<file path="config.mk">
export PLATFORM = sky130hd
export DESIGN_NAME = region_decoder
export DESIGN_NICKNAME = d
export VERILOG_FILES = /design/src/rtl/region_decoder.sv
export SDC_FILE = /design/constraint.sdc
export NUM_CORES = 1
export LEC_CHECK = 0
export ABC_AREA = 1
export CAP_MARGIN = 20
export CORE_MARGIN = 1.5
export CORE_UTILIZATION = 29
export DETAILED_ROUTE_END_ITERATION = 10
export DONT_BUFFER_PORTS = 1
export PLACE_DENSITY_LB_ADDON = 0.15
export SLEW_MARGIN = 30
export SYNTH_ARGS = -nofsm -noshare
export SYNTH_HDL_FRONTEND = slang
export SYNTH_SLANG_ARGS = --single-unit
</file>
<file path="constraint.sdc">
create_clock -name clk -period 5.8 [get_ports clk]
set_clock_uncertainty 0.05 [all_clocks]
set_input_delay 0.58 -clock clk [delete_from_list [all_inputs] [get_ports clk]]
set_output_delay 0.58 -clock clk [all_outputs]
set_load 0.1 [all_outputs]
</file>
<file path="src/rtl/region_decoder.sv">
// CPU address-region decoder: a programmable table of {base, width, wait, en}
// entries selects one chip-select per access, then inserts wait states or a bus-error timeout.
module region_decoder #(
  parameter int NREG    = 16,
  parameter int AW      = 24,
  parameter int WAITW   = 4,
  parameter int TIMEOUT = 64,
  localparam int IW     = (NREG > 1) ? $clog2(NREG) : 1
) (
  input  logic             clk,
  input  logic             reset,
  input  logic [AW-1:0]    cpu_a,
  input  logic             cpu_as_n,
  input  logic             cfg_we,
  input  logic [IW-1:0]    cfg_idx,
  input  logic [AW-1:0]    cfg_base,
  input  logic [4:0]       cfg_width,
  input  logic [WAITW-1:0] cfg_wait,
  input  logic             cfg_en,
  output logic [NREG-1:0]  cs,
  output logic [IW-1:0]    hit_idx,
  output logic             dtack_n,
  output logic             berr_n,
  output logic             busy
);

  // One counter serves both the wait-state count and the unmapped timeout.
  localparam int TW = (TIMEOUT > 1) ? $clog2(TIMEOUT) : 1;
  localparam int CW = (WAITW > TW) ? WAITW : TW;

  typedef enum logic [2:0] {
    S_IDLE,
    S_DECODE,
    S_WAIT,
    S_ACK,
    S_NOHIT,
    S_ERR
  } state_e;

  logic [AW-1:0]    base_q  [NREG];
  logic [4:0]       width_q [NREG];
  logic [WAITW-1:0] wait_q  [NREG];
  logic [NREG-1:0]  en_q;

  state_e          state_q, state_d;
  logic [CW-1:0]   cnt_q, cnt_d;
  logic [NREG-1:0] cs_q, cs_d;
  logic [IW-1:0]   hit_idx_q, hit_idx_d;
  logic            dtack_n_q, dtack_n_d;
  logic            berr_n_q, berr_n_d;
  logic            busy_q, busy_d;

  logic            hit_found;
  logic [IW-1:0]   hit_sel;

  // Scanning downward lets the lowest matching index win on overlap.
  // NOTE: every variable assigned in always_comb gets a default first so no latch is inferred.
  always_comb begin
    hit_found = 1'b0;
    hit_sel   = '0;
    for (int i = NREG - 1; i >= 0; i--) begin
      if (en_q[i] && (((cpu_a ^ base_q[i]) >> width_q[i]) == '0)) begin
        hit_found = 1'b1;
        hit_sel   = IW'(i);
      end
    end
  end

  always_comb begin
    state_d   = state_q;
    cnt_d     = cnt_q;
    cs_d      = cs_q;
    hit_idx_d = hit_idx_q;
    dtack_n_d = dtack_n_q;
    berr_n_d  = berr_n_q;
    unique case (state_q)
      S_IDLE: begin
        cs_d      = '0;
        hit_idx_d = '0;
        dtack_n_d = 1'b1;
        berr_n_d  = 1'b1;
        if (!cpu_as_n) state_d = S_DECODE;
      end
      S_DECODE: begin
        if (cpu_as_n) begin
          state_d = S_IDLE;
        end else if (hit_found) begin
          cs_d          = '0;
          cs_d[hit_sel] = 1'b1;
          hit_idx_d     = hit_sel;
          cnt_d         = CW'(wait_q[hit_sel]);
          state_d       = S_WAIT;
        end else begin
          cnt_d   = CW'(TIMEOUT - 1);
          state_d = S_NOHIT;
        end
      end
      S_WAIT, S_NOHIT: begin
        if (cpu_as_n) begin
          cs_d      = '0;
          hit_idx_d = '0;
          state_d   = S_IDLE;
        end else if (cnt_q == '0) begin
          if (state_q == S_WAIT) begin
            dtack_n_d = 1'b0;
            state_d   = S_ACK;
          end else begin
            berr_n_d = 1'b0;
            state_d  = S_ERR;
          end
        end else begin
          cnt_d = cnt_q - 1'b1;
        end
      end
      S_ACK, S_ERR: begin
        if (cpu_as_n) begin
          cs_d      = '0;
          hit_idx_d = '0;
          dtack_n_d = 1'b1;
          berr_n_d  = 1'b1;
          state_d   = S_IDLE;
        end
      end
      default: state_d = S_IDLE;
    endcase
    busy_d = (state_d != S_IDLE);
  end

  // NOTE: sequential state uses non-blocking assignments so every flop samples pre-edge values.
  always_ff @(posedge clk) begin
    if (reset) begin
      // NOTE: the table is reset explicitly because every entry must come up disabled and zeroed.
      for (int i = 0; i < NREG; i++) begin
        base_q[i]  <= '0;
        width_q[i] <= '0;
        wait_q[i]  <= '0;
      end
      en_q      <= '0;
      state_q   <= S_IDLE;
      cnt_q     <= '0;
      cs_q      <= '0;
      hit_idx_q <= '0;
      dtack_n_q <= 1'b1;
      berr_n_q  <= 1'b1;
      busy_q    <= 1'b0;
    end else begin
      if (cfg_we && (int'(cfg_idx) < NREG)) begin
        base_q[cfg_idx]  <= cfg_base;
        width_q[cfg_idx] <= cfg_width;
        wait_q[cfg_idx]  <= cfg_wait;
        en_q[cfg_idx]    <= cfg_en;
      end
      state_q   <= state_d;
      cnt_q     <= cnt_d;
      cs_q      <= cs_d;
      hit_idx_q <= hit_idx_d;
      dtack_n_q <= dtack_n_d;
      berr_n_q  <= berr_n_d;
      busy_q    <= busy_d;
    end
  end

  assign cs      = cs_q;
  assign hit_idx = hit_idx_q;
  assign dtack_n = dtack_n_q;
  assign berr_n  = berr_n_q;
  assign busy    = busy_q;

endmodule
</file>
# Word-level counts from Yosys, hierarchy flattened
# Memory sizes are Yosys's and may differ from the RTL's.
# Index checks and enable logic that the tools add are counted.
[classes] n_addsub=1 magnitude_cmp=4 eq_ne=14 shift=16 n_mux=81 bitwise_logic=16 n_reduce_logical=50
[op_table] op="$logic_not A24 Y1" n=16
[op_table] op="$shr A24 B5 Y24" n=16
[op_table] op="$xor A24 B24 Y24" n=16
[op_table] op="$mux W4" n=23
[op_table] op="$mux W16" n=3
[op_table] op="$pmux W16 S3" n=1
[op_table] op="$mux W1" n=33
[op_table] op="$mux W24" n=1
[op_table] op="$mux W6" n=4
[op_table] op="$reduce_or A24 Y1" n=1
[op_table] op="$mux W3" n=7
[op_table] op="$logic_and A1 B1 Y1" n=18
[op_table] op="$bwmux W16" n=1
[op_table] op="$ne A2 B2 Y1 const B" n=8
[op_table] op="$pmux W3 S4" n=1
[op_table] op="$pmux W4 S3" n=1
[op_table] op="$pmux W6 S2" n=1
[op_table] op="$lt A4 B5 Y1 const B" n=2
[op_table] op="$reduce_and A5 Y1" n=2
[op_table] op="$reduce_bool A3 Y1" n=3
[op_table] op="$demux W1 S4" n=2
[op_table] op="$ge A4 B1 Y1 const B" n=2
[op_table] op="$reduce_and A4 Y1" n=2
[op_table] op="$reduce_or A4 Y1" n=2
[op_table] op="12 further kinds" n=16
[word_totals] reg_bits=48 ramBits=528 output_inout_bits=23 mem_count=3
[mem_list] memory="base_q" words=16 width=24 rd=16 rd_clocked_by_memory_dff=0 wr=16 line="40" source="logic [AW-1:0] base_q [NREG];"
[mem_list] memory="width_q" words=16 width=5 rd=16 rd_clocked_by_memory_dff=0 wr=16 line="41" source="logic [4:0] width_q [NREG];"
[mem_list] memory="wait_q" words=16 width=4 rd=1 rd_clocked_by_memory_dff=0 wr=16 line="42" source="logic [WAITW-1:0] wait_q [NREG];"

# Longest topological paths before layout
# Gate-level depths: netlist of the first run.
[logic_depth] ltp_word=27 ltp_mapped=37 ltp_nobuf=35

# Least setup slack after synthesis of the first run
# No wires, ideal clock.
[synth_path] path_kind="input to register" startpoint="in cpu_a[21]" endpoint="reg cnt_q[2]" setup_ns=0.132 arrival_ns=3.073 required_time_ns=5.618 path_slack_ns=2.545 cell_stages=18 cell_sequence="buf_2 -> buf_2 -> xnor2_1 -> nand3_1 -> a221o_1 -> o21ai_0 -> o2111ai_4 -> nand2_1 -> inv_1 -> a21oi_4 -> inv_2 -> buf_4 -> nand3_1 -> nand3b_1 -> nand2_1 -> nand3_1 -> o21bai_1 -> a21oi_1"
[synth_between] elab_chain_len=24 word_cells_on_any_way=100 cone_classes="shift (16); mux (35); bitwise (16); reduce/logical (32); memory (1)"
[synth_lines] element="start: declaration" line="12" source="input logic [AW-1:0] cpu_a,"
[synth_lines] element="$xor A24 B24 Y24" line="62" source="if (en_q[i] && (((cpu_a ^ base_q[i]) >> width_q[i]) == '0)) begin"
[synth_lines] element="$shr A24 B5 Y24" line="62"
[synth_lines] element="$logic_not A24 Y1" line="62"
[synth_lines] element="$logic_and A1 B1 Y1" line="62"
[synth_lines] element="$mux W4 (16 in a row)" line="62"
[synth_lines] element="$mem_v2 Z16 W4"
[synth_lines] element="$mux W6 *" line="87" source="end else if (hit_found) begin"
[synth_lines] element="$mux W6 *" line="85" source="if (cpu_as_n) begin"
[synth_lines] element="$pmux W6 S2 *" line="76" source="unique case (state_q)"
[synth_lines] element="end signal: assignment" line="154" source="cnt_q <= cnt_d;"
[synth_lines] element="end: declaration" line="46" source="logic [CW-1:0] cnt_q, cnt_d;"
# Mark *: on every way between the ends. The rest lies on a longest branch, timed or not. The select of a mux whose other input is x is not followed.
# A chain may end at the register's enable or synchronous reset.

==> results of run 1 <==
[power breakdown]
group / switching, mW / internal, mW
combinational: 0.745 / 0.382
sequential: 0.154 / 4.76
clock: 1.88 / 2.68
total: 2.77 / 7.83
[routing by layer]
layer	up-vias	GRT usage
li1	11000	-
met1	11400	0.294
met3	130	0.0304
met5	-	0
met4	2	0.0492
met2	682	0.339
[cell type report]
type	instances	area, sq um	share of cell area
clock buffer	97	2030	0.0593
sequential	576	16800	0.491
tap	1391	1740	0.0508
clock inverter	36	309	0.00902
timing repair buffer	61	470	0.0137
antenna	1	2.50	0.0000730
inverter	221	830	0.0242
multi-input combinational	2356	12100	0.352
[synthesized netlist by cell type, drive strengths merged]
master | number | share of area
and2 | 1 | 0.00020
o221ai | 1 | 0.00028
mux2i | 10 | 0.0033
o22ai | 11 | 0.0022
buf | 84 | 0.021
o211a | 5 | 0.0016
o21bai | 4 | 0.00098
a41o | 1 | 0.00033
xor2 | 149 | 0.042
nor3 | 18 | 0.0031
o21a | 4 | 0.00098
a221o | 4 | 0.0013
a32o | 2 | 0.00065
a32oi | 1 | 0.00028
nor2 | 673 | 0.082
o311ai | 1 | 0.00028
o211ai | 25 | 0.0064
a21boi | 6 | 0.0015
clkbuf | 111 | 0.014
and3 | 2 | 0.00041
or2 | 10 | 0.0020
nand3b | 10 | 0.0024
a21oi | 75 | 0.013
dfxtp | 48 | 0.031
o21ai | 170 | 0.028
nor3b | 1 | 0.00024
nand2 | 696 | 0.087
nand4 | 46 | 0.0093
nand3 | 171 | 0.028
a221oi | 10 | 0.0028
a211oi | 15 | 0.0037
o2111ai | 18 | 0.0059
o31ai | 3 | 0.00073
clkinv | 1 | 0.00012
inv | 220 | 0.027
ha | 3 | 0.0012
edfxtp | 528 | 0.51
xnor2 | 202 | 0.058
nor4 | 3 | 0.00061
a2111oi | 1 | 0.00049
a31oi | 2 | 0.00041
a21o | 2 | 0.00049
[state kept, by name (all words and copies together) (netlist names)]
signal   cells
base_q     384
berr_n       1
busy         1
cnt_q        6
cs          16
dtack_n      1
en_q        16
hit_idx      4
state_q      3
wait_q      64
width_q     80
[critical path, delay by kind of cell (launching register included)]
family,cells,cell delay (ns)
AND/OR/NAND/NOR,27,2.73
flip-flops,1,0.66
AO/OA/AOI/OAI,3,0.40
buffers and inverters,1,0.34
[logic make-up (layout without fill, tap and decap cells)]
logic type                 after synthesis  count (layout)  synth area share
and+or+nand+nor                       1631            1631             0.215
muxes                                   10              10           0.00325
AOI/OAI and AO/OA                      361             361            0.0720
xor gates and xnor gates               351             351             0.101
DFF                                    576             576             0.546
other                                    0               1                 0
buffers and inverters                  416             415            0.0616
adders and majority gates                3               3           0.00122
[cells in the final DEF (no fill, tap or decap), drive strengths merged, types with 4 or more instances in the layout]
master    count
o21bai        4
o211ai       25
nand3       171
or2          10
o211a         5
dfxtp        48
o21a          4
mux2i        10
nand2       696
nand3b       10
xor2        149
a211oi       15
o2111ai      18
a221o         4
clkbuf       97
a21boi        6
buf          61
nand4        46
nor2        673
o22ai        11
a221oi       10
nor3         18
xnor2       202
inv         215
a21oi        75
clkinv       32
bufinv        5
edfxtp      528
o21ai       170
clkinvlp      5
[worst paths after layout]
| path | start | to | slack (ns) | depth (start not counted) |
|---|---|---|---|---|
| max | width_q[15][0] | cnt_q[1] | 1.51 | 31 |
| min | reset | cnt_q[0] | 0.17 | 2 |
| max reg2reg | width_q[15][0] | cnt_q[1] | 1.51 | 31 |
| min reg2reg | cnt_q[0] | cnt_q[0] | 0.43 | 2 |
[through the flow]
stage / power [mW] / instance area (sq um)
2_1_floorplan: 5.84 / 30800
5_1_grt: 11.0 / 34300
6_report: 10.6 / 34300
4_1_cts: 10.7 / 34300
3_5_place_dp: 6.13 / 31900
3_3_place_gp: 6.13 / 31900
==> metrics.txt, run 1 <==
# TYPE chip_impl_metric gauge
chip_impl_metric{name="weighted_congestion_at_the_end_of_routability_driven_global_placement",unit=""} 0.846
chip_impl_metric{name="dr_wl_met2",unit="microns"} 53300
chip_impl_info{name="hold_path_class",value="input port to register"} 1
chip_impl_metric{name="critPathArrivalTime",unit="ns"} 4.76
chip_impl_metric{name="avgRoutedWirePerCell",unit="microns"} 24.1
chip_impl_metric{name="post_cts.repair.setup_buffers",unit=""} 0
chip_impl_metric{name="setup-violations-final",unit=""} 0
chip_impl_metric{name="initial_utilization",unit=""} 0.293
chip_impl_metric{name="final_core_utilization",unit=""} 0.326
chip_impl_metric{name="leakage_power_figure",unit="nW"} 13.2
chip_impl_info{name="outcome",value="completed"} 1
chip_impl_info{name="critical_path.endpoint_type",value="register"} 1
chip_impl_metric{name="drc_errors",unit=""} 0
chip_impl_metric{name="fill_cells",unit=""} 10800
chip_impl_metric{name="numPlacedInstances",unit=""} 4604
chip_impl_metric{name="syn_inst",unit=""} 3348
chip_impl_metric{name="grt_antenna_before_repair",unit=""} 8
chip_impl_metric{name="die_area",unit="sq um"} 108000
chip_impl_metric{name="row_count",unit=""} 119
chip_impl_metric{name="final_period_minus_worst_setup_slack",unit="ns"} 4.29
chip_impl_metric{name="clk_transition_reported_paths",unit="ns"} 0.06
chip_impl_metric{name="chipWidth",unit="microns"} 329
chip_impl_metric{name="detail_route.first_pass.iterations",unit=""} 5
chip_impl_metric{name="synth_seq_area_share",unit=""} 0.546
chip_impl_metric{name="maxSlewViolCount",unit=""} 0
chip_impl_metric{name="stdcell_count",unit=""} 4739
chip_impl_info{name="crit_type",value="register to register"} 1
chip_impl_metric{name="max_freq",unit="MHz"} 233
chip_impl_metric{name="drt_first_iter_violations",unit=""} 2268
chip_impl_metric{name="drt-vias-per-instance",unit=""} 4.89
chip_impl_metric{name="track_usage",unit=""} 0.209
chip_impl_metric{name="ctsHtreeMaxLevel",unit=""} 3
chip_impl_metric{name="grt_max_degree",unit=""} 49
chip_impl_metric{name="holdWs",unit="ns"} 0.168
chip_impl_metric{name="drt_wl_total",unit="microns"} 114000
chip_impl_metric{name="placement.setup.worst_slack",unit="ns"} 1.51
chip_impl_metric{name="globalRouteOverflowTotal",unit=""} 0
chip_impl_metric{name="vdd.ir_drop.worst",unit="mV"} 0.219
chip_impl_metric{name="drive_above_1_share",unit=""} 0.0618
chip_impl_metric{name="critPathMaxFanout",unit=""} 18
chip_impl_info{name="top_layer",value="met5"} 1
chip_impl_metric{name="first_pass_grt_wire_length",unit="microns"} 160000
chip_impl_metric{name="dr_total_vias",unit=""} 23200
chip_impl_info{name="timing.critical_path.from_type",value="register"} 1
chip_impl_metric{name="core_area",unit="sq um"} 105000
chip_impl_metric{name="postCtsResizedCells",unit=""} 0
chip_impl_metric{name="buffer_ports.inserted",unit=""} 0
chip_impl_metric{name="power_density",unit="nW/um^2"} 309
chip_impl_metric{name="critPathRequiredTime",unit="ns"} 6.27
chip_impl_metric{name="syn_nets",unit=""} 3417
chip_impl_metric{name="finalCritPeriodShare",unit=""} 0.740
chip_impl_info{name="clk_root_buffer_cell",value="clkbuf_16"} 1
chip_impl_metric{name="holdBufCountCts",unit=""} 1
chip_impl_metric{name="io-pin-count",unit=""} 89
chip_impl_info{name="cpMostUsedCell",value="nand2_1"} 1
chip_impl_metric{name="max_stage_delay",unit="ns"} 0.66
chip_impl_info{name="tritoncts",value="built"} 1
chip_impl_metric{name="area_growth",unit="%"} 11.3
chip_impl_metric{name="dp_hpwl",unit="microns"} 64600
chip_impl_metric{name="final_net_count",unit=""} 3360
chip_impl_metric{name="die_h",unit="microns"} 329
chip_impl_metric{name="yosys_warnings",unit=""} 0
chip_impl_metric{name="drv.max_cap_violation_count",unit=""} 0
chip_impl_info{name="rsz0062_at_grt",value="false"} 1
chip_impl_info{name="timing.critical_path.slowest_stage_cell",value="edfxtp_1"} 1
chip_impl_metric{name="first_global_vias",unit=""} 21800
chip_impl_metric{name="tightestPinTransition",unit="ns"} 1.01
chip_impl_metric{name="tritoncts.num_buffers",unit=""} 75
chip_impl_metric{name="synth.avg_cell_area",unit="sq um"} 9.20
chip_impl_metric{name="met3RoutedLength",unit="microns"} 6940
chip_impl_metric{name="clock_sinks",unit=""} 576
chip_impl_metric{name="final_antenna_net_count",unit=""} 0
chip_impl_metric{name="synth.cell_area",unit="sq um"} 30800
chip_impl_metric{name="ctsLongestPathBuffers",unit=""} 3
chip_impl_metric{name="met1_length",unit="microns"} 51500
chip_impl_metric{name="worstSkewPairLatency",unit="ns"} 0.63
chip_impl_metric{name="pnr_worst_setup_slack",unit="ns"} 1.51
chip_impl_metric{name="yosysUniqueCellTypes",unit=""} 64
chip_impl_metric{name="setup_tns",unit="ns"} 0
chip_impl_metric{name="hold_violations",unit=""} 0
chip_impl_metric{name="max-slew-margin-rel",unit=""} 0.326
chip_impl_metric{name="ys_seq_elements",unit=""} 576
Power figures use the tool's default switching activity.
==> inputs of run 2 (changes only) <==
==> constraint.sdc (replaced) <==
create_clock -name clk -period 3.8 [get_ports clk]
set_clock_uncertainty 0.05 [all_clocks]
set_input_delay 0.38 -clock clk [delete_from_list [all_inputs] [get_ports clk]]
set_output_delay 0.38 -clock clk [all_outputs]
set_load 0.1 [all_outputs]
==> run 2 against run 1 <==
Via count increased by 0.37%. Cell count grew 1.3%. Critical path depth rose by 3. Highest routed layer unchanged.
==> metrics.txt, run 2 (synthesis gave the netlist of run 1 again) <==
# TYPE chip_impl_metric gauge
chip_impl_info{name="outcome",value="completed"} 1
chip_impl_metric{name="dr_total_vias",unit=""} 23200
chip_impl_metric{name="max_freq",unit="MHz"} 281
chip_impl_metric{name="vdd.ir_drop.worst",unit="mV"} 0.273
chip_impl_info{name="hold_path_class",value="input port to register"} 1
chip_impl_metric{name="fin_area",unit="sq um"} 34900
chip_impl_metric{name="maxSlewViolCount",unit=""} 0
chip_impl_info{name="most_frequent_cells_in_the_layout",value="688 x nand2_1, 668 x nor2_1, 528 x edfxtp_1"} 1
chip_impl_metric{name="clk_transition_reported_paths",unit="ns"} 0.06
chip_impl_metric{name="net-switching-power",unit="mW"} 4.32
chip_impl_metric{name="finalCritPeriodShare",unit=""} 0.936
chip_impl_metric{name="design_power_total",unit="mW"} 16.3
chip_impl_info{name="rsz0062_at_grt",value="true"} 1
chip_impl_info{name="worstHoldStart",value="cpu_as_n"} 1
chip_impl_metric{name="leakage_power_figure",unit="nW"} 13.5
chip_impl_metric{name="tightestPinTransition",unit="ns"} 1.05
chip_impl_metric{name="chipWidth",unit="microns"} 329
chip_impl_metric{name="ctsLongestPathBuffers",unit=""} 3
chip_impl_info{name="crit_type",value="register to register"} 1
chip_impl_metric{name="drt_first_iter_violations",unit=""} 2001
chip_impl_metric{name="regToRegSetupSlack",unit="ns"} 0.24
chip_impl_metric{name="max_stage_delay",unit="ns"} 0.44
chip_impl_info{name="critical_path.endpoint_type",value="register"} 1
chip_impl_metric{name="p_int",unit="mW"} 12.0
chip_impl_metric{name="max-slew-margin-rel",unit=""} 0.302
chip_impl_metric{name="die_h",unit="microns"} 329
chip_impl_metric{name="final_period_minus_worst_setup_slack",unit="ns"} 3.56
chip_impl_info{name="register_with_the_most_flip_flops",value="base_q"} 1
chip_impl_info{name="timing.rr.start",value="width_q[15][0]"} 1
chip_impl_metric{name="worstSkewPairLatency",unit="ns"} 0.66
chip_impl_metric{name="drt-vias-per-instance",unit=""} 4.84
chip_impl_metric{name="critPathRequiredTime",unit="ns"} 4.27
chip_impl_metric{name="grt_max_degree",unit=""} 37
chip_impl_metric{name="clock_power_share",unit=""} 0.429
chip_impl_metric{name="critPathMaxFanout",unit=""} 14
chip_impl_metric{name="core_area",unit="sq um"} 105000
chip_impl_metric{name="die_area",unit="sq um"} 108000
chip_impl_metric{name="globalRouteOverflowTotal",unit=""} 0
chip_impl_metric{name="row_count",unit=""} 119
chip_impl_metric{name="final_core_utilization",unit=""} 0.331
chip_impl_metric{name="dp_hpwl",unit="microns"} 67200
chip_impl_info{name="holdPathEnd",value="state_q[1]"} 1
chip_impl_metric{name="setup_tns",unit="ns"} 0
chip_impl_metric{name="buffer_ports.inserted",unit=""} 0
chip_impl_metric{name="numPlacedInstances",unit=""} 4641
chip_impl_metric{name="detail_route.first_pass.iterations",unit=""} 5
chip_impl_metric{name="power_density",unit="nW/um^2"} 467
chip_impl_metric{name="setup-violations-final",unit=""} 0
chip_impl_metric{name="first_global_vias",unit=""} 21900
chip_impl_metric{name="track_usage",unit=""} 0.208
chip_impl_metric{name="grt_antenna_before_repair",unit=""} 6
chip_impl_metric{name="hold_violations",unit=""} 0
chip_impl_metric{name="worst-r2r-cell-count",unit=""} 34
chip_impl_metric{name="swShare",unit=""} 0.265
chip_impl_metric{name="p_comb_frac",unit=""} 0.112
chip_impl_metric{name="final_net_count",unit=""} 3415
chip_impl_info{name="worst_r2r_endpoint",value="cnt_q[2]"} 1
chip_impl_info{name="clk_root_buffer_cell",value="clkbuf_16"} 1
chip_impl_metric{name="max_reg_flops",unit=""} 384
chip_impl_metric{name="final_antenna_net_count",unit=""} 0
chip_impl_metric{name="power_frac_seq",unit=""} 0.459
chip_impl_metric{name="critPathArrivalTime",unit="ns"} 4.03
chip_impl_info{name="tritoncts",value="built"} 1
chip_impl_metric{name="tritoncts.num_buffers",unit=""} 73
chip_impl_metric{name="area_growth",unit="%"} 13.3
chip_impl_metric{name="drv.max_cap_violation_count",unit=""} 0
chip_impl_metric{name="drc_errors",unit=""} 0
chip_impl_metric{name="drive_above_1_share",unit=""} 0.0837
chip_impl_info{name="timing.critical_path.slowest_stage_cell",value="edfxtp_1"} 1
chip_impl_metric{name="drt_wl_total",unit="microns"} 113000
chip_impl_info{name="layout.cells.most_common",value="nand2_1"} 1
chip_impl_metric{name="ctsHtreeMaxLevel",unit=""} 3
chip_impl_metric{name="avgRoutedWirePerCell",unit="microns"} 23.6
chip_impl_metric{name="stdcell_count",unit=""} 4799
chip_impl_metric{name="clock_sinks",unit=""} 576
chip_impl_metric{name="worst_hold_path.num_cells",unit=""} 5
chip_impl_info{name="top_regs",value="base_q (384), width_q (80), wait_q (64)"} 1
chip_impl_metric{name="weighted_congestion_at_the_end_of_routability_driven_global_placement",unit=""} 0.825
chip_impl_metric{name="io-pin-count",unit=""} 89
chip_impl_metric{name="place_area",unit="sq um"} 32200
chip_impl_metric{name="initial_utilization",unit=""} 0.293
chip_impl_info{name="cpMostUsedCell",value="nand2_1"} 1
chip_impl_metric{name="first_pass_grt_wire_length",unit="microns"} 160000
chip_impl_info{name="timing.critical_path.from_type",value="register"} 1
==> run 2: through the flow <==
stage | worst slack [ns] | hold slack [ns]
after detailed placement | 0.188 | 0.403
after global placement | 0.203 | 0.402
final | 0.244 | 0.0426
after CTS | 0.175 | 0.00421
after floorplan | 0.745 | 0.395
after global routing | -0.0227 | 0.0585
==> run 2: critical path: cells and delay by family (launching register included) <==
family          cells  cell delay [ns]
simple gates       29             2.30
flops               1             0.44
buf+inv             3             0.41
compound gates      2             0.21
==> run 2: final cells by class <==
type,instances,area [sq um]
Inverter,221,856
Fill cell,10900,70400
Clock buffer,101,2010
Clock inverter,35,348
Tap cell,1391,1740
Sequential cell,576,16800
Antenna cell,1,2.50
Timing Repair Buffer,116,950
Multi-Input combinational cell,2357,12100
Timing Repair inverter,1,7.51
==> run 2: layer usage <==
| layer | wire length (microns) | part of all wire | global-route usage | vias up |
|---|---|---|---|---|
| met5 | 16 | 0.00014 | 0 | - |
| met3 | 7050 | 0.062 | 0.0353 | 140 |
| li1 | - | - | - | 11100 |
| met2 | 52100 | 0.46 | 0.333 | 599 |
| met4 | 2310 | 0.020 | 0.0460 | 4 |
| met1 | 51900 | 0.46 | 0.292 | 11400 |
==> run 2: what timing repair did <==
| item | CTS | global route |
|---|---|---|
| endpoints found under the hold margin | 30 | 0 |
| hold buffers | 3 | 0 |
| gates resized for setup | 0 | 27 |
| endpoints found under the setup margin | 0 | 20 |
| buffers inserted | 0 | 16 |
==> run 2: worst max path at each step <==
stage / startpoint / endpoint / slack (ns) / cells past startpoint
final: width_q[15][0] / cnt_q[2] / 0.24 / 34
after CTS: width_q[6][0] / cs[11] / 0.18 / 22
after floorplan: cpu_a[21] / cnt_q[2] / 0.75 / 18
after global placement: width_q[6][0] / cs[3] / 0.20 / 22
after detailed placement: width_q[6][0] / cs[3] / 0.19 / 22
after global routing: width_q[15][0] / cnt_q[0] / -0.02 / 34
==> run 2: power by group through the flow <==
stage                     Sequential, mW  Combinational (mW)  Clock, mW
after CTS                           7.47                1.82       7.14
after global routing                7.50                2.04       7.35
after global placement              7.59                1.81          0
after detailed placement            7.60                1.80          0
final                               7.47                1.83       6.98
after floorplan                     7.55                1.36          0
==> inputs of run 3 (changes only) <==
--- a/config.mk
+++ b/config.mk
@@ -8,7 +8,7 @@
 export ABC_AREA = 1
 export CAP_MARGIN = 20
 export CORE_MARGIN = 1.5
-export CORE_UTILIZATION = 29
+export CORE_UTILIZATION = 31
 export DETAILED_ROUTE_END_ITERATION = 10
 export DONT_BUFFER_PORTS = 1
 export PLACE_DENSITY_LB_ADDON = 0.15
==> run 3 against run 2 <==
Global-route usage is 1.1 points higher. Die area decreased by 6.4%. First-iteration DRC count is 5.9% higher. Hold slack better by 0.022 ns. Clock power fell by 2%. Flip-flop and latch count unchanged. Via count up 0.65%. Combinational power about the same. Routed wire length fell by 1.1%. Critical endpoint is now cnt_q[3]. Design area down 0.20%.
==> metrics.txt, run 3 (synthesis gave the netlist of run 1 again) <==
# TYPE chip_impl_metric gauge
chip_impl_metric{name="ctsHtreeMaxLevel",unit=""} 3
chip_impl_metric{name="die_h",unit="microns"} 318
chip_impl_metric{name="grt_antenna_before_repair",unit=""} 3
chip_impl_metric{name="area_growth",unit="%"} 13.1
chip_impl_metric{name="critPathMaxFanout",unit=""} 18
chip_impl_metric{name="worst_hold_path.num_cells",unit=""} 5
chip_impl_metric{name="buffer_ports.inserted",unit=""} 0
chip_impl_metric{name="drt_wl_total",unit="microns"} 112000
chip_impl_metric{name="worstSkewPairLatency",unit="ns"} 0.63
chip_impl_metric{name="leakage_power_figure",unit="nW"} 13.6
chip_impl_info{name="worstHoldStart",value="cpu_as_n"} 1
chip_impl_metric{name="final_core_utilization",unit=""} 0.354
chip_impl_metric{name="power_density",unit="nW/um^2"} 462
chip_impl_metric{name="maxSlewViolCount",unit=""} 0
chip_impl_info{name="crit_type",value="register to register"} 1
chip_impl_metric{name="holdWs",unit="ns"} 0.0645
chip_impl_metric{name="ctsLongestPathBuffers",unit=""} 3
chip_impl_info{name="outcome",value="completed"} 1
chip_impl_metric{name="finalCritPeriodShare",unit=""} 0.923
chip_impl_metric{name="dp_hpwl",unit="microns"} 66600
chip_impl_metric{name="max-slew-margin-rel",unit=""} 0.321
chip_impl_metric{name="dr_total_vias",unit=""} 23400
chip_impl_metric{name="critPathArrivalTime",unit="ns"} 4.02
chip_impl_info{name="timing.rr.start",value="width_q[7][0]"} 1
chip_impl_metric{name="fill_cells",unit=""} 10200
chip_impl_metric{name="max_reg_flops",unit=""} 384
chip_impl_metric{name="setup-violations-final",unit=""} 0
chip_impl_metric{name="max_freq",unit="MHz"} 285
chip_impl_metric{name="setup_tns",unit="ns"} 0
chip_impl_metric{name="vdd.ir_drop.worst",unit="mV"} 0.302
chip_impl_info{name="worst_r2r_endpoint",value="cnt_q[3]"} 1
chip_impl_metric{name="regToRegSetupSlack",unit="ns"} 0.29
chip_impl_metric{name="first_global_vias",unit=""} 22800
chip_impl_metric{name="first_pass_grt_wire_length",unit="microns"} 161000
chip_impl_metric{name="numPlacedInstances",unit=""} 4536
chip_impl_metric{name="io-pin-count",unit=""} 89
chip_impl_metric{name="hold_violations",unit=""} 0
chip_impl_metric{name="stdcell_count",unit=""} 4695
chip_impl_metric{name="drive_above_1_share",unit=""} 0.0883
chip_impl_metric{name="clk_transition_reported_paths",unit="ns"} 0.06
chip_impl_info{name="critical_path.endpoint_type",value="register"} 1
chip_impl_info{name="hold_path_class",value="input port to register"} 1
chip_impl_metric{name="drt-vias-per-instance",unit=""} 4.98
chip_impl_metric{name="weighted_congestion_at_the_end_of_routability_driven_global_placement",unit=""} 0.849
chip_impl_metric{name="die_area",unit="sq um"} 101000
chip_impl_metric{name="final_period_minus_worst_setup_slack",unit="ns"} 3.51
chip_impl_metric{name="chipWidth",unit="microns"} 318
chip_impl_metric{name="track_usage",unit=""} 0.219
chip_impl_metric{name="clock_sinks",unit=""} 576
chip_impl_metric{name="row_count",unit=""} 115
chip_impl_info{name="tritoncts",value="built"} 1
chip_impl_metric{name="drt_first_iter_violations",unit=""} 2119
chip_impl_info{name="register_with_the_most_flip_flops",value="base_q"} 1
chip_impl_info{name="layout.cells.most_common",value="nand2_1"} 1
chip_impl_metric{name="final_antenna_net_count",unit=""} 0
chip_impl_metric{name="grt_max_degree",unit=""} 37
chip_impl_info{name="holdPathEnd",value="state_q[1]"} 1
chip_impl_info{name="clk_root_buffer_cell",value="clkbuf_16"} 1
chip_impl_metric{name="avgRoutedWirePerCell",unit="microns"} 23.9
chip_impl_metric{name="detail_route.first_pass.iterations",unit=""} 6
chip_impl_metric{name="final_net_count",unit=""} 3419
chip_impl_info{name="top_regs",value="base_q (384), width_q (80), wait_q (64)"} 1
chip_impl_metric{name="worst-r2r-cell-count",unit=""} 25
chip_impl_metric{name="tritoncts.num_buffers",unit=""} 72
chip_impl_metric{name="tightestPinTransition",unit="ns"} 1.02
chip_impl_metric{name="drc_errors",unit=""} 0
chip_impl_metric{name="core_area",unit="sq um"} 98400
chip_impl_metric{name="initial_utilization",unit=""} 0.313
chip_impl_metric{name="globalRouteOverflowTotal",unit=""} 0
chip_impl_info{name="timing.critical_path.from_type",value="register"} 1
chip_impl_metric{name="critPathRequiredTime",unit="ns"} 4.32
chip_impl_info{name="most_frequent_cells_in_the_layout",value="685 x nand2_1, 665 x nor2_1, 528 x edfxtp_1"} 1
chip_impl_metric{name="drv.max_cap_violation_count",unit=""} 0
## run 3: changes by cell type in the layout (fill, tap and decap cells not counted), sizes merged
cell         change
clkinv           +6
dlygate4sd3      +1
buf              -1
bufinv           -2
clkbuf           -7
nand2            +3
clkinvlp         +2
inv              -2
## run 3: routing by layer
layer / share of wire / global-route usage
met2: 0.47 / 0.365
met3: 0.053 / 0.0322
met1: 0.45 / 0.299
met4: 0.021 / 0.0505
met5: 0 / 0
## run 3: power breakdown
| group | total [mW] | switching, mW | internal [mW] |
|---|---|---|---|
| sequential | 7.47 | 0.208 | 7.26 |
| clock | 6.81 | 2.86 | 3.95 |
| combinational | 1.82 | 1.18 | 0.635 |
| total | 16.1 | 4.26 | 11.8 |
## run 3: final cells by class
class,instances,area (sq um),share of cell area
Sequential cell,576,16800,0.483
Multi-Input combinational cell,2360,12200,0.351
Clock buffer,93,2010,0.0577
Tap cell,1287,1610,0.0463
Timing Repair Buffer,117,990,0.0284
Inverter,221,860,0.0247
Clock inverter,38,289,0.00830
Timing Repair inverter,2,12.5,0.000359
Antenna cell,1,2.50,0.0000719
## run 3: timing repair
action                                 in CTS  in global routing
gates resized for setup                     0                 43
buffers inserted                            0                 16
setup endpoints to repair                   0                 21
endpoints found under the hold margin      30                  0
hold buffers                                4                  0
## run 3: per-stage QoR
step           power (mW)  area, sq um  worst slack [ns]
2_1_floorplan        8.91        30800             0.745
3_3_place_gp         9.38        32100             0.139
3_5_place_dp         9.38        32100             0.134
4_1_cts              16.2        34500             0.144
5_1_grt              16.7        34800           -0.0270
6_report             16.1        34800             0.293
## run 3: how the worst max path moves through the flow
stage	end	from	slack (ns)	depth (start not counted)
6_report	cnt_q[3]	width_q[7][0]	0.29	25
5_1_grt	cnt_q[3]	width_q[14][0]	-0.03	33
2_1_floorplan	cnt_q[2]	cpu_a[21]	0.75	18
3_3_place_gp	cnt_q[2]	width_q[13][0]	0.14	30
4_1_cts	cnt_q[3]	width_q[13][0]	0.14	30
3_5_place_dp	cnt_q[3]	width_q[13][0]	0.13	30
## run 3: worst max-delay path, cell delays in order, from the launching register on
cell        delay [ns]
edfxtp_1          0.39
clkinvlp_4        0.23
o21ai_0           0.21
nand2_1           0.09
nand2_1           0.07
nand3_1           0.10
nor4_1            0.30
nand2_1           0.09
nand2_1           0.07
nand2_1           0.05
nand2_1           0.11
nand2_1           0.14
nand2_1           0.13
inv_1             0.04
nand2_1           0.05
nand2_1           0.09
a21oi_4           0.32
buf_12            0.19
nand4_1           0.12
nand2_1           0.10
inv_1             0.05
nand3_1           0.07
nand2_1           0.05
nand3_1           0.12
o21bai_1          0.09
a21oi_1           0.11
